===== config.mk =====
export PLATFORM = sky130hd
export DESIGN_NAME = serial_word_tx
export DESIGN_NICKNAME = d
export VERILOG_FILES = /design/src/rtl/serial_word_tx.sv
export SDC_FILE = /design/constraint.sdc
export NUM_CORES = 1
export LEC_CHECK = 0
export BUFFER_PORTS_ARGS = -buffer_cell sky130_fd_sc_hd__buf_4
export CAP_MARGIN = 10
export CORE_AREA = 2 2 39 41
export CTS_BUF_LIST = sky130_fd_sc_hd__clkbuf_8 sky130_fd_sc_hd__clkbuf_16
export DETAILED_ROUTE_END_ITERATION = 12
export DIE_AREA = 0 0 41 43
export GPL_TIMING_DRIVEN = 0
export PLACE_DENSITY = 0.82
export SLEW_MARGIN = 10
export SYNTH_ARGS = -nofsm -noshare
export SYNTH_HDL_FRONTEND = slang
export SYNTH_SLANG_ARGS = --single-unit

===== constraint.sdc =====
create_clock -name clk -period 2.45 [get_ports clk]
set_input_delay 0.245 -clock clk [delete_from_list [all_inputs] [get_ports clk]]
set_output_delay 0.245 -clock clk [all_outputs]
set_load 0.02 [all_outputs]

===== src/rtl/serial_word_tx.sv =====
// serial_word_tx: MSB-first parallel-to-serial stage with a valid/ready load port.
// Define SERIALIZER_PARITY_EN to append one even-parity bit after every word.
module serial_word_tx #(
  parameter int   DATA_WIDTH = 8,
  parameter logic IDLE_LEVEL = 1'b0
) (
  input  logic                  clk,
  input  logic                  rst,
  input  logic [DATA_WIDTH-1:0] load_data,
  input  logic                  load_valid,
  output logic                  load_ready,
  output logic                  serial_out,
  output logic                  serial_active,
  output logic                  word_done
);

  localparam int              CNT_W   = (DATA_WIDTH > 1) ? $clog2(DATA_WIDTH) : 1;
  localparam logic [CNT_W-1:0] CNT_MAX = CNT_W'(DATA_WIDTH - 1);

`ifdef SERIALIZER_PARITY_EN
  typedef enum logic [1:0] {S_IDLE = 2'd0, S_SHIFT = 2'd1, S_PARITY = 2'd2} state_t;
`else
  typedef enum logic [1:0] {S_IDLE = 2'd0, S_SHIFT = 2'd1} state_t;
`endif

  state_t                  state_q, state_d;
  logic [DATA_WIDTH-1:0]   shift_q, shift_d;
  logic [CNT_W-1:0]        cnt_q, cnt_d;
  logic                    out_q, out_d;
  logic                    active_q, active_d;
  logic                    last_bit;
  logic                    xfer;

  // Final bit of a word is on the line: last data bit, or the parity bit.
`ifdef SERIALIZER_PARITY_EN
  logic par_q, par_d;
  assign last_bit = (state_q == S_PARITY);
`else
  assign last_bit = (state_q == S_SHIFT) && (cnt_q == CNT_MAX);
`endif

  assign load_ready    = (state_q == S_IDLE) || last_bit;
  assign word_done     = last_bit;
  assign xfer          = load_valid && load_ready;
  assign serial_out    = out_q;
  assign serial_active = active_q;

  always_ff @(posedge clk or posedge rst) begin
    if (rst) state_q <= S_IDLE;
    else     state_q <= state_d;
  end

  always_comb begin
    state_d = state_q;
    case (state_q)
      S_IDLE:  if (xfer) state_d = S_SHIFT;
      S_SHIFT: if (cnt_q == CNT_MAX) begin
`ifdef SERIALIZER_PARITY_EN
        state_d = S_PARITY;
`else
        state_d = xfer ? S_SHIFT : S_IDLE;
`endif
      end
`ifdef SERIALIZER_PARITY_EN
      S_PARITY: state_d = xfer ? S_SHIFT : S_IDLE;
`endif
      default: state_d = S_IDLE;
    endcase
  end

  // A transfer always reloads, whether from IDLE or gapless off the final bit.
  always_comb begin
    shift_d  = shift_q;
    cnt_d    = cnt_q;
    out_d    = out_q;
    active_d = active_q;
`ifdef SERIALIZER_PARITY_EN
    par_d    = par_q;
`endif
    if (xfer) begin
      shift_d  = load_data;
      cnt_d    = '0;
      out_d    = load_data[DATA_WIDTH-1];
      active_d = 1'b1;
`ifdef SERIALIZER_PARITY_EN
      par_d    = ^load_data;
`endif
    end else begin
      case (state_q)
        S_SHIFT: begin
          if (cnt_q != CNT_MAX) begin
            shift_d = shift_q << 1;
            cnt_d   = cnt_q + CNT_W'(1);
            out_d   = shift_q[DATA_WIDTH-2];
          end else begin
`ifdef SERIALIZER_PARITY_EN
            out_d    = par_q;
`else
            out_d    = IDLE_LEVEL;
            active_d = 1'b0;
            cnt_d    = '0;
`endif
          end
        end
`ifdef SERIALIZER_PARITY_EN
        S_PARITY: begin
          out_d    = IDLE_LEVEL;
          active_d = 1'b0;
          cnt_d    = '0;
        end
`endif
        default: ;
      endcase
    end
  end

  always_ff @(posedge clk or posedge rst) begin
    if (rst) begin
      shift_q  <= '0;
      cnt_q    <= '0;
      out_q    <= IDLE_LEVEL;
      active_q <= 1'b0;
    end else begin
      shift_q  <= shift_d;
      cnt_q    <= cnt_d;
      out_q    <= out_d;
      active_q <= active_d;
    end
  end

`ifdef SERIALIZER_PARITY_EN
  always_ff @(posedge clk or posedge rst) begin
    if (rst) par_q <= 1'b0;
    else     par_q <= par_d;
  end
`endif

endmodule


Word level (Yosys, flattened, before mapping)
Index checks and enable logic that the tools add are counted.
{"block": "totals", "ramBits": 0, "regBits": 14, "input_bits": 11, "output_inout_bits": 4, "memories": 0, "latchBits": 0, "wordCells": 37, "mem_bits_ro": 0}
{"block": "classes", "bitwise_logic": 0, "magnitude_cmp": 0, "multipliers": 0, "shifts": 0, "addsub": 1, "reduce_logical": 9, "div": 0, "mux": 16, "eq_ne": 6}
{"op": "$mux W7", "count": 3}
{"op": "$mux W3", "count": 3}
{"op": "$mux W1", "count": 7}
{"op": "$reduce_and A2 Y1", "count": 3}
{"op": "$mux W2", "count": 2}
{"op": "$ne A2 B2 Y1 const B", "count": 2}
{"op": "$pmux W2 S2", "count": 1}
{"op": "$reduce_bool A2 Y1", "count": 2}
{"op": "$add A3 B1 Y3 const B", "count": 1}
{"op": "$eq A3 B3 Y1 const B", "count": 1}
{"op": "$ne A3 B3 Y1 const B", "count": 1}
{"op": "$eq A2 B1 Y1 const B", "count": 1}
{"op": "$logic_and A1 B1 Y1", "count": 2}
{"op": "$logic_not A2 Y1", "count": 1}
{"op": "$ne A2 B1 Y1 const B", "count": 1}
{"op": "$logic_or A1 B1 Y1", "count": 1}

Depth between registers and ports, before layout
Gate-level depths: netlist of the first run.
{"block": "logic_depth", "depth_word": 7, "depth_mapped": 5, "mapped_depth_nobuf": 4}

Worst setup path before layout of the first run
No wires, ideal clock.
{"block": "synth_timing", "kind": "register -> register", "from": "register cnt_q[0]", "to": "register shift_q[3]", "setup_time_ns": 0.128, "stages_incl_launch_ff": 6, "period_less_slack_ns": 1.561, "arrival_ns": 1.434, "path_buffers": 1, "setup_slack_ns": 0.889, "required_ns": 2.322, "path_cell_list": "dfrtp_1 > ha_1 > ha_1 > nand2b_1 > buf_4 > mux2_1"}
{"block": "synth_via", "elab_chain_cells": 6, "elab_cells_between_ends": 9, "cone_classes": "eq/ne: 2; mux: 1; reduce/logical: 6"}
{"item": "start: declaration", "line_no": "28", "text": "logic [CNT_W-1:0] cnt_q, cnt_d;"}
{"item": "start signal: assignment", "line_no": "125", "text": "cnt_q <= cnt_d;"}
{"item": "$eq A3 B3 Y1 (*)", "line_no": "39", "text": "assign last_bit = (state_q == S_SHIFT) && (cnt_q == CNT_MAX);"}
{"item": "$logic_and A1 B1 Y1 (*)", "line_no": "39"}
{"item": "$logic_or A1 B1 Y1 (*)", "line_no": "42", "text": "assign load_ready = (state_q == S_IDLE) || last_bit;"}
{"item": "via load_ready", "line_no": "11", "text": "output logic load_ready,"}
{"item": "$logic_and A1 B1 Y1 (*)", "line_no": "44", "text": "assign xfer = load_valid && load_ready;"}
{"item": "$reduce_bool A2 Y1 (no line)"}
{"item": "$reduce_and A2 Y1 (no line)"}
{"item": "end signal: assignment", "line_no": "124", "text": "shift_q <= shift_d;"}
{"item": "end: declaration", "line_no": "27", "text": "logic [DATA_WIDTH-1:0] shift_q, shift_d;"}
Mark *: on every way through the listed nets, which the timed path passes. The rest lies on a longest branch.
A chain may end at the register's enable or synchronous reset.

Worst setup path after layout of the first run
{"block": "layout_timing", "from": "register cnt_q[0]", "to": "output load_ready"}
{"block": "layout_via", "elab_chain_cells": 3}
{"item": "$eq A3 B3 Y1", "line_no": "39"}
{"item": "$logic_and A1 B1 Y1", "line_no": "39"}
{"item": "$logic_or A1 B1 Y1", "line_no": "42"}
{"item": "end: declaration", "line_no": "11"}
Every way passes these cells.

==> results.yml, run 1 <==
status:
  status: "completed"
sta:
  fin_setup_tns_ns: 0
  hold_violations: 0
  slew_headroom: 0.673
  finalCritPeriodShare: 0.763
  worst_pin_slew_ns: 0.489
  min_period_ns: 1.87
  slew_viol_final: 0
  rsz0062_at_grt: "no"
  hold_ws_ns: 0.0303
  setup_viol: 0
  finClkSkew_ns: 0.00176
  max_freq_mhz: 535
  fin_ws_ns: 0.581
detailed_routing:
  drtPass1Iterations: 1
  drt_wl_total_mm: 1.01
  antenna_left: 0
  routedWlPerCell_um: 12.1
  viasPerCell: 5.01
  via_count: 416
  drc: 0
  detail_route.iter0.violations: 0
floorplan:
  die_height_um: 43
  die-area_sq_um: 1760
  core_area_sq_um: 1380
  start_util: 0.478
  design.portCount: 15
  die_w_um: 41
  rows: 14
clocking:
  ctsHoldBuffers: 0
  cts_tree: "yes"
  htreeDepth: 1
  cts_setup_buffers: 0
  cts_root_buffer: "clkbuf_8"
  clock_sinks: 13
  clkLatencyLatePin_ns: 0.24
  clk_pin_slew_worst_paths_ns: 0.05
  cts_buffers: 3
  cts-resized-gates: 0
  clk_path_buf_depth: 2
logic_synthesis:
  synth_top_area_frac: 0.491
  yosys.area.top_type: "dfrtp_1"
  netlist_instances: 49
  synth-edff-count: 0
  ys.flop_type: "dfrtp_1"
  synth_fp_nets: 62
  syn_area_per_cell_sq_um: 13.5
  seq_area_frac_synth: 0.491
  synth_area_sq_um: 662
  synthTopCellsByArea: "dfrtp_1, mux2_2, mux2_4"
  yosys_warnings: 0
  synthTopCellsByCount: "dfrtp_1, mux2_2, mux2_4"
  ys_async_sr_fraction: 1.00
  ys_ff_latch: 13
  ys_types: 21
  synth.most_common_cell: "dfrtp_1"
pwr:
  power.total_w: 0.000949
  vdd_ir_drop_max_v: 0.000542
  power_density_nw_per_um2: 1140
  cellLeakagePower_nw: 0.423
place:
  place_ws_ns: 0.820
  hpwl_um: 704
  port-buffer-count: 14
  place.gp.congestion: 0.641
cells_and_area:
  area_growth_pct: 25.7
  fillers: 112
  nets: 81
  regArea_sq_um: 325
  multi_input_area_sq_um: 307
  diodes: 0
  drive_gt1_frac: 0.463
setup_path:
  worstSetupPathType: "flip-flop to primary output"
  cp_data_arrival_time_ns: 1.62
  regToRegStartpoint: "cnt_q[0]"
  worstSetupStartpoint: "cnt_q[0]"
  worst_ep_required_time_ns: 2.20
  start_kind: "flip-flop"
  crit_fanout: 10
  endpoint_kind: "primary output"
global_routing:
  grt_start_max_net_pins: 14
  grt_usage: 0.158
  overflow: 0
  grt_pass1_vias: 446
  antenna_found_initial: 0
  grt_pass1_wl_mm: 1.86
min_path:
  hold_path.class: "primary input to async pin"
run:
  drv_cap: 0
-- worst max-delay path, cell delays in order, from the launching register on --
cell and delay, ns:
dfrtp_1 0.39, ha_1 0.20, ha_1 0.23, nand2b_1 0.20, buf_4 0.19, buf_4 0.16
-- path summary, 6_finish.rpt --
| check | slack [ns] | to | cells after the start |
|---|---|---|---|
| setup reg to reg | 0.80 | shift_q[4] | 5 |
| min in group clk | 0.26 | serial_out | 2 |
| setup / recovery | 0.58 | load_ready | 5 |
| hold / removal | 0.03 | cnt_q[1] | 2 |
| hold reg to reg | 0.49 | shift_q[4] | 1 |
| max in group asynchronous | 2.09 | shift_q[2] | 2 |
-- flip-flops by register name, indices dropped and copies added, names as in the netlist --
name	count
shift_q	7
state_q	1
serial_active	1
cnt_q	3
serial_out	1
-- per-stage QoR --
| stage | cell area, sq um | instances | util |
|---|---|---|---|
| 4_1_cts | 832 | 83 | 0.601 |
| 3_3_place_gp | 787 | 79 | 0.569 |
| 6_report | 832 | 83 | 0.601 |
| 5_1_grt | 832 | 83 | 0.601 |
| 3_5_place_dp | 787 | 79 | 0.569 |
| 2_1_floorplan | 662 | 49 | - |
-- cell usage in the layout (no fill, tap or decap) --
master and count:
ha_1 2, nand3b_1 1, or3b_1 1, buf_4 16, o22a_1 1, mux2_2 7
o22ai_1 1, nor3b_1 1, mux2_4 4, clkbuf_8 3, dfrtp_1 13, inv_1 2
and2_1 2, mux2_1 2, and3b_1 1, buf_6 1, o21ai_0 2, mux2i_1 1
nand2_1 1, nand2b_1 3, a311o_1 1, a21boi_0 1
-- report_power, final --
group          total (W)  switching, W  leakage (nW)  internal [W]
combinational   0.000419      0.000184         0.233      0.000235
sequential      0.000346     0.0000423         0.163      0.000304
clock           0.000184     0.0000733        0.0269      0.000110
-- routing by layer --
metal,part of all wire,global-route usage
met1,0.47,0.201
met2,0.48,0.234
met3,0.047,0.0471
met4,0.0080,0.0800
met5,0,0
-- cell type report --
cell class              count  share of cell area
inverters                   1             0.00451
repair buffers             14               0.126
clock buffers               3              0.0496
plain buffers               3              0.0316
multi-input cells          32               0.368
flip-flops and latches     13               0.391
well taps                  16              0.0241
clock inverters             1             0.00451
-- cells by family after synthesis --
logic type | after synthesis | synth area share
flip-flops | 13 | 0.491
adder cells (fa/ha/maj) | 2 | 0.0378
buffers and inverters | 4 | 0.0454
AND/OR/NAND/NOR | 10 | 0.102
multiplexers | 14 | 0.259
AO/OA/AOI/OAI | 6 | 0.0643
(Power assumes the default switching activity.)
==> run 2, diff against run 1 <==
ABC_AREA = 1   (was unset)
CORE_AREA = unset   (was 2 2 39 41)
CORE_UTILIZATION = 44   (was unset)
DIE_AREA = unset   (was 0 0 41 43)
PLACE_DENSITY = 0.79   (was 0.82)
clock period = 1.7 ns   (was 2.45 ns; I/O delays follow)
==> results.yml, run 2 <==
cells_and_area:
  drive_gt1_frac: 0.258
  area_growth_pct: 29.5
  largest_register: "shift_q"
  reg_top3: "shift_q: 7 flops, cnt_q: 3 flops"
  diodes: 0
  regArea_sq_um: 325
  multi_input_area_sq_um: 245
  largest_reg_flops: 7
  utilization: 0.657
  layout_commonest_cell: "nand2_1"
  nets: 103
  mostFrequentLayoutCells: "nand2_1, buf_4, dfrtp_1, nand3_1, inv_1"
  fillers: 109
clocking:
  cts_setup_buffers: 0
  clk_path_buf_depth: 2
  cts_tree: "yes"
  cts-resized-gates: 0
  clock_sinks: 13
  ctsHoldBuffers: 1
  cts_buffers: 3
  htreeDepth: 1
  clkLatencyLatePin_ns: 0.24
  clk_pin_slew_worst_paths_ns: 0.05
  cts_root_buffer: "clkbuf_8"
logic_synthesis:
  synth_fp_nets: 83
  netlist_instances: 70
  synth-edff-count: 0
  ys_types: 12
  synthTopCellsByArea: "dfrtp_1, nand2_1, nand3_1"
  yosys.area.top_type: "dfrtp_1"
  seq_area_frac_synth: 0.541
  ys_async_sr_fraction: 1.00
  ys_ff_latch: 13
  synth_top_area_frac: 0.541
  ys.flop_type: "dfrtp_1"
  synth.most_common_cell: "nand2_1"
  yosys_warnings: 0
  synth_area_sq_um: 602
  syn_area_per_cell_sq_um: 8.60
  synthTopCellsByCount: "nand2_1, dfrtp_1, nand3_1"
setup_path:
  start_kind: "flip-flop"
  crit_fanout: 4
  endpoint_kind: "primary output"
  reg2reg_depth: 8
  ff2ff_setup_slack_ns: 0.19
  cp_data_arrival_time_ns: 1.46
  worstSetupPathType: "flip-flop to primary output"
  worst_ep_required_time_ns: 1.53
global_routing:
  grt_pass1_vias: 440
  met3_usage: 0.0520
  grt_start_max_net_pins: 14
  use_met1: 0.216
  antenna_found_initial: 0
  top_usage_layer: "met2"
  overflow: 0
  grt_usage: 0.192
  use_met2: 0.300
  grt_pass1_wl_mm: 1.84
sta:
  finClkSkew_ns: 0.00111
  rsz0062_at_grt: "no"
  finalCritPeriodShare: 0.960
  max_freq_mhz: 613
  hold_violations: 0
  setup_viol: 0
  fin_ws_ns: 0.0679
  worst_pin_slew_ns: 0.483
  slew_viol_final: 0
  slew_headroom: 0.678
  fin_setup_tns_ns: 0
  min_period_ns: 1.63
place:
  hpwl_um: 824
  port-buffer-count: 14
  place.gp.congestion: 0.645
  place_ws_ns: 0.188
min_path:
  hold_depth: 3
  hold_path.class: "primary input to flip-flop"
pwr:
  power_density_nw_per_um2: 1640
  power.total_w: 0.00128
  cellLeakagePower_nw: 0.439
  vdd_ir_drop_max_v: 0.000896
detailed_routing:
  drtPass1Iterations: 4
  detail_route.iter0.violations: 12
  viasPerCell: 4.85
  drt_wl_total_mm: 1.12
  antenna_left: 0
  via_count: 500
  routedWlPerCell_um: 10.8
  drc: 0
floorplan:
  start_util: 0.507
  die_w_um: 39.0
  die_height_um: 39.0
  design.portCount: 15
  core_area_sq_um: 1190
  rows: 12
  die-area_sq_um: 1520
run:
  drv_cap: 0
status:
  status: "completed"
-- run 2: cell count changes after synthesis, sizes merged, moves of 2 or more --
cell and change:
nand2 +32, mux2 -13, nand3 +9, inv +6, buf -3, nand2b -3
nor2 +3, and2 -2
-- run 2: path summary, 6_finish.rpt --
kind | startpoint | end
setup / recovery | cnt_q[0] | load_ready
hold / removal | load_data[0] | shift_q[0]
setup reg to reg | cnt_q[0] | shift_q[2]
hold reg to reg | shift_q[0] | shift_q[0]
max in group asynchronous | rst | shift_q[5]
min in group asynchronous | rst | shift_q[0]
-- run 2: cells by family after synthesis --
family,Yosys count,synth area share
AOI/OAI and AO/OA,2,0.0249
adders and majority gates,2,0.0416
buffers and inverters,8,0.0520
DFF,13,0.541
and+or+nand+nor,45,0.341
-- run 2: worst max-delay path, cell delays in order (launching register included) --
cell	delay, ns
dfrtp_1	0.39
ha_1	0.20
ha_1	0.24
inv_1	0.11
nand2_2	0.10
buf_4	0.17
-- run 2: final cells by class --
class / instances / share of cell area
sequential: 13 / 0.417
multi-input combinational: 49 / 0.315
timing repair buffer: 15 / 0.148
clock buffer: 3 / 0.0530
inverter: 8 / 0.0401
tap: 14 / 0.0225
clock inverter: 1 / 0.00482
-- run 2: report_power, final --
group          internal, W  switching (W)
registers         0.000436      0.0000694
clock network     0.000160       0.000112
logic             0.000210       0.000289
total             0.000806       0.000470
-- run 2: stage by stage --
step | instances | hold WS [ns] | cell area [sq um]
2_1_floorplan | 70 | 0.0470 | 602
3_3_place_gp | 98 | 0.229 | 724
3_5_place_dp | 98 | 0.230 | 724
4_1_cts | 103 | 0.111 | 779
5_1_grt | 103 | 0.127 | 779
6_report | 103 | 0.114 | 779
-- run 2: layer usage --
metal | vias to the layer above | share of wire
met2 | 12 | 0.50
met4 | 0 | 0.015
li1 | 254 | -
met1 | 230 | 0.44
met5 | - | 0
met3 | 4 | 0.041
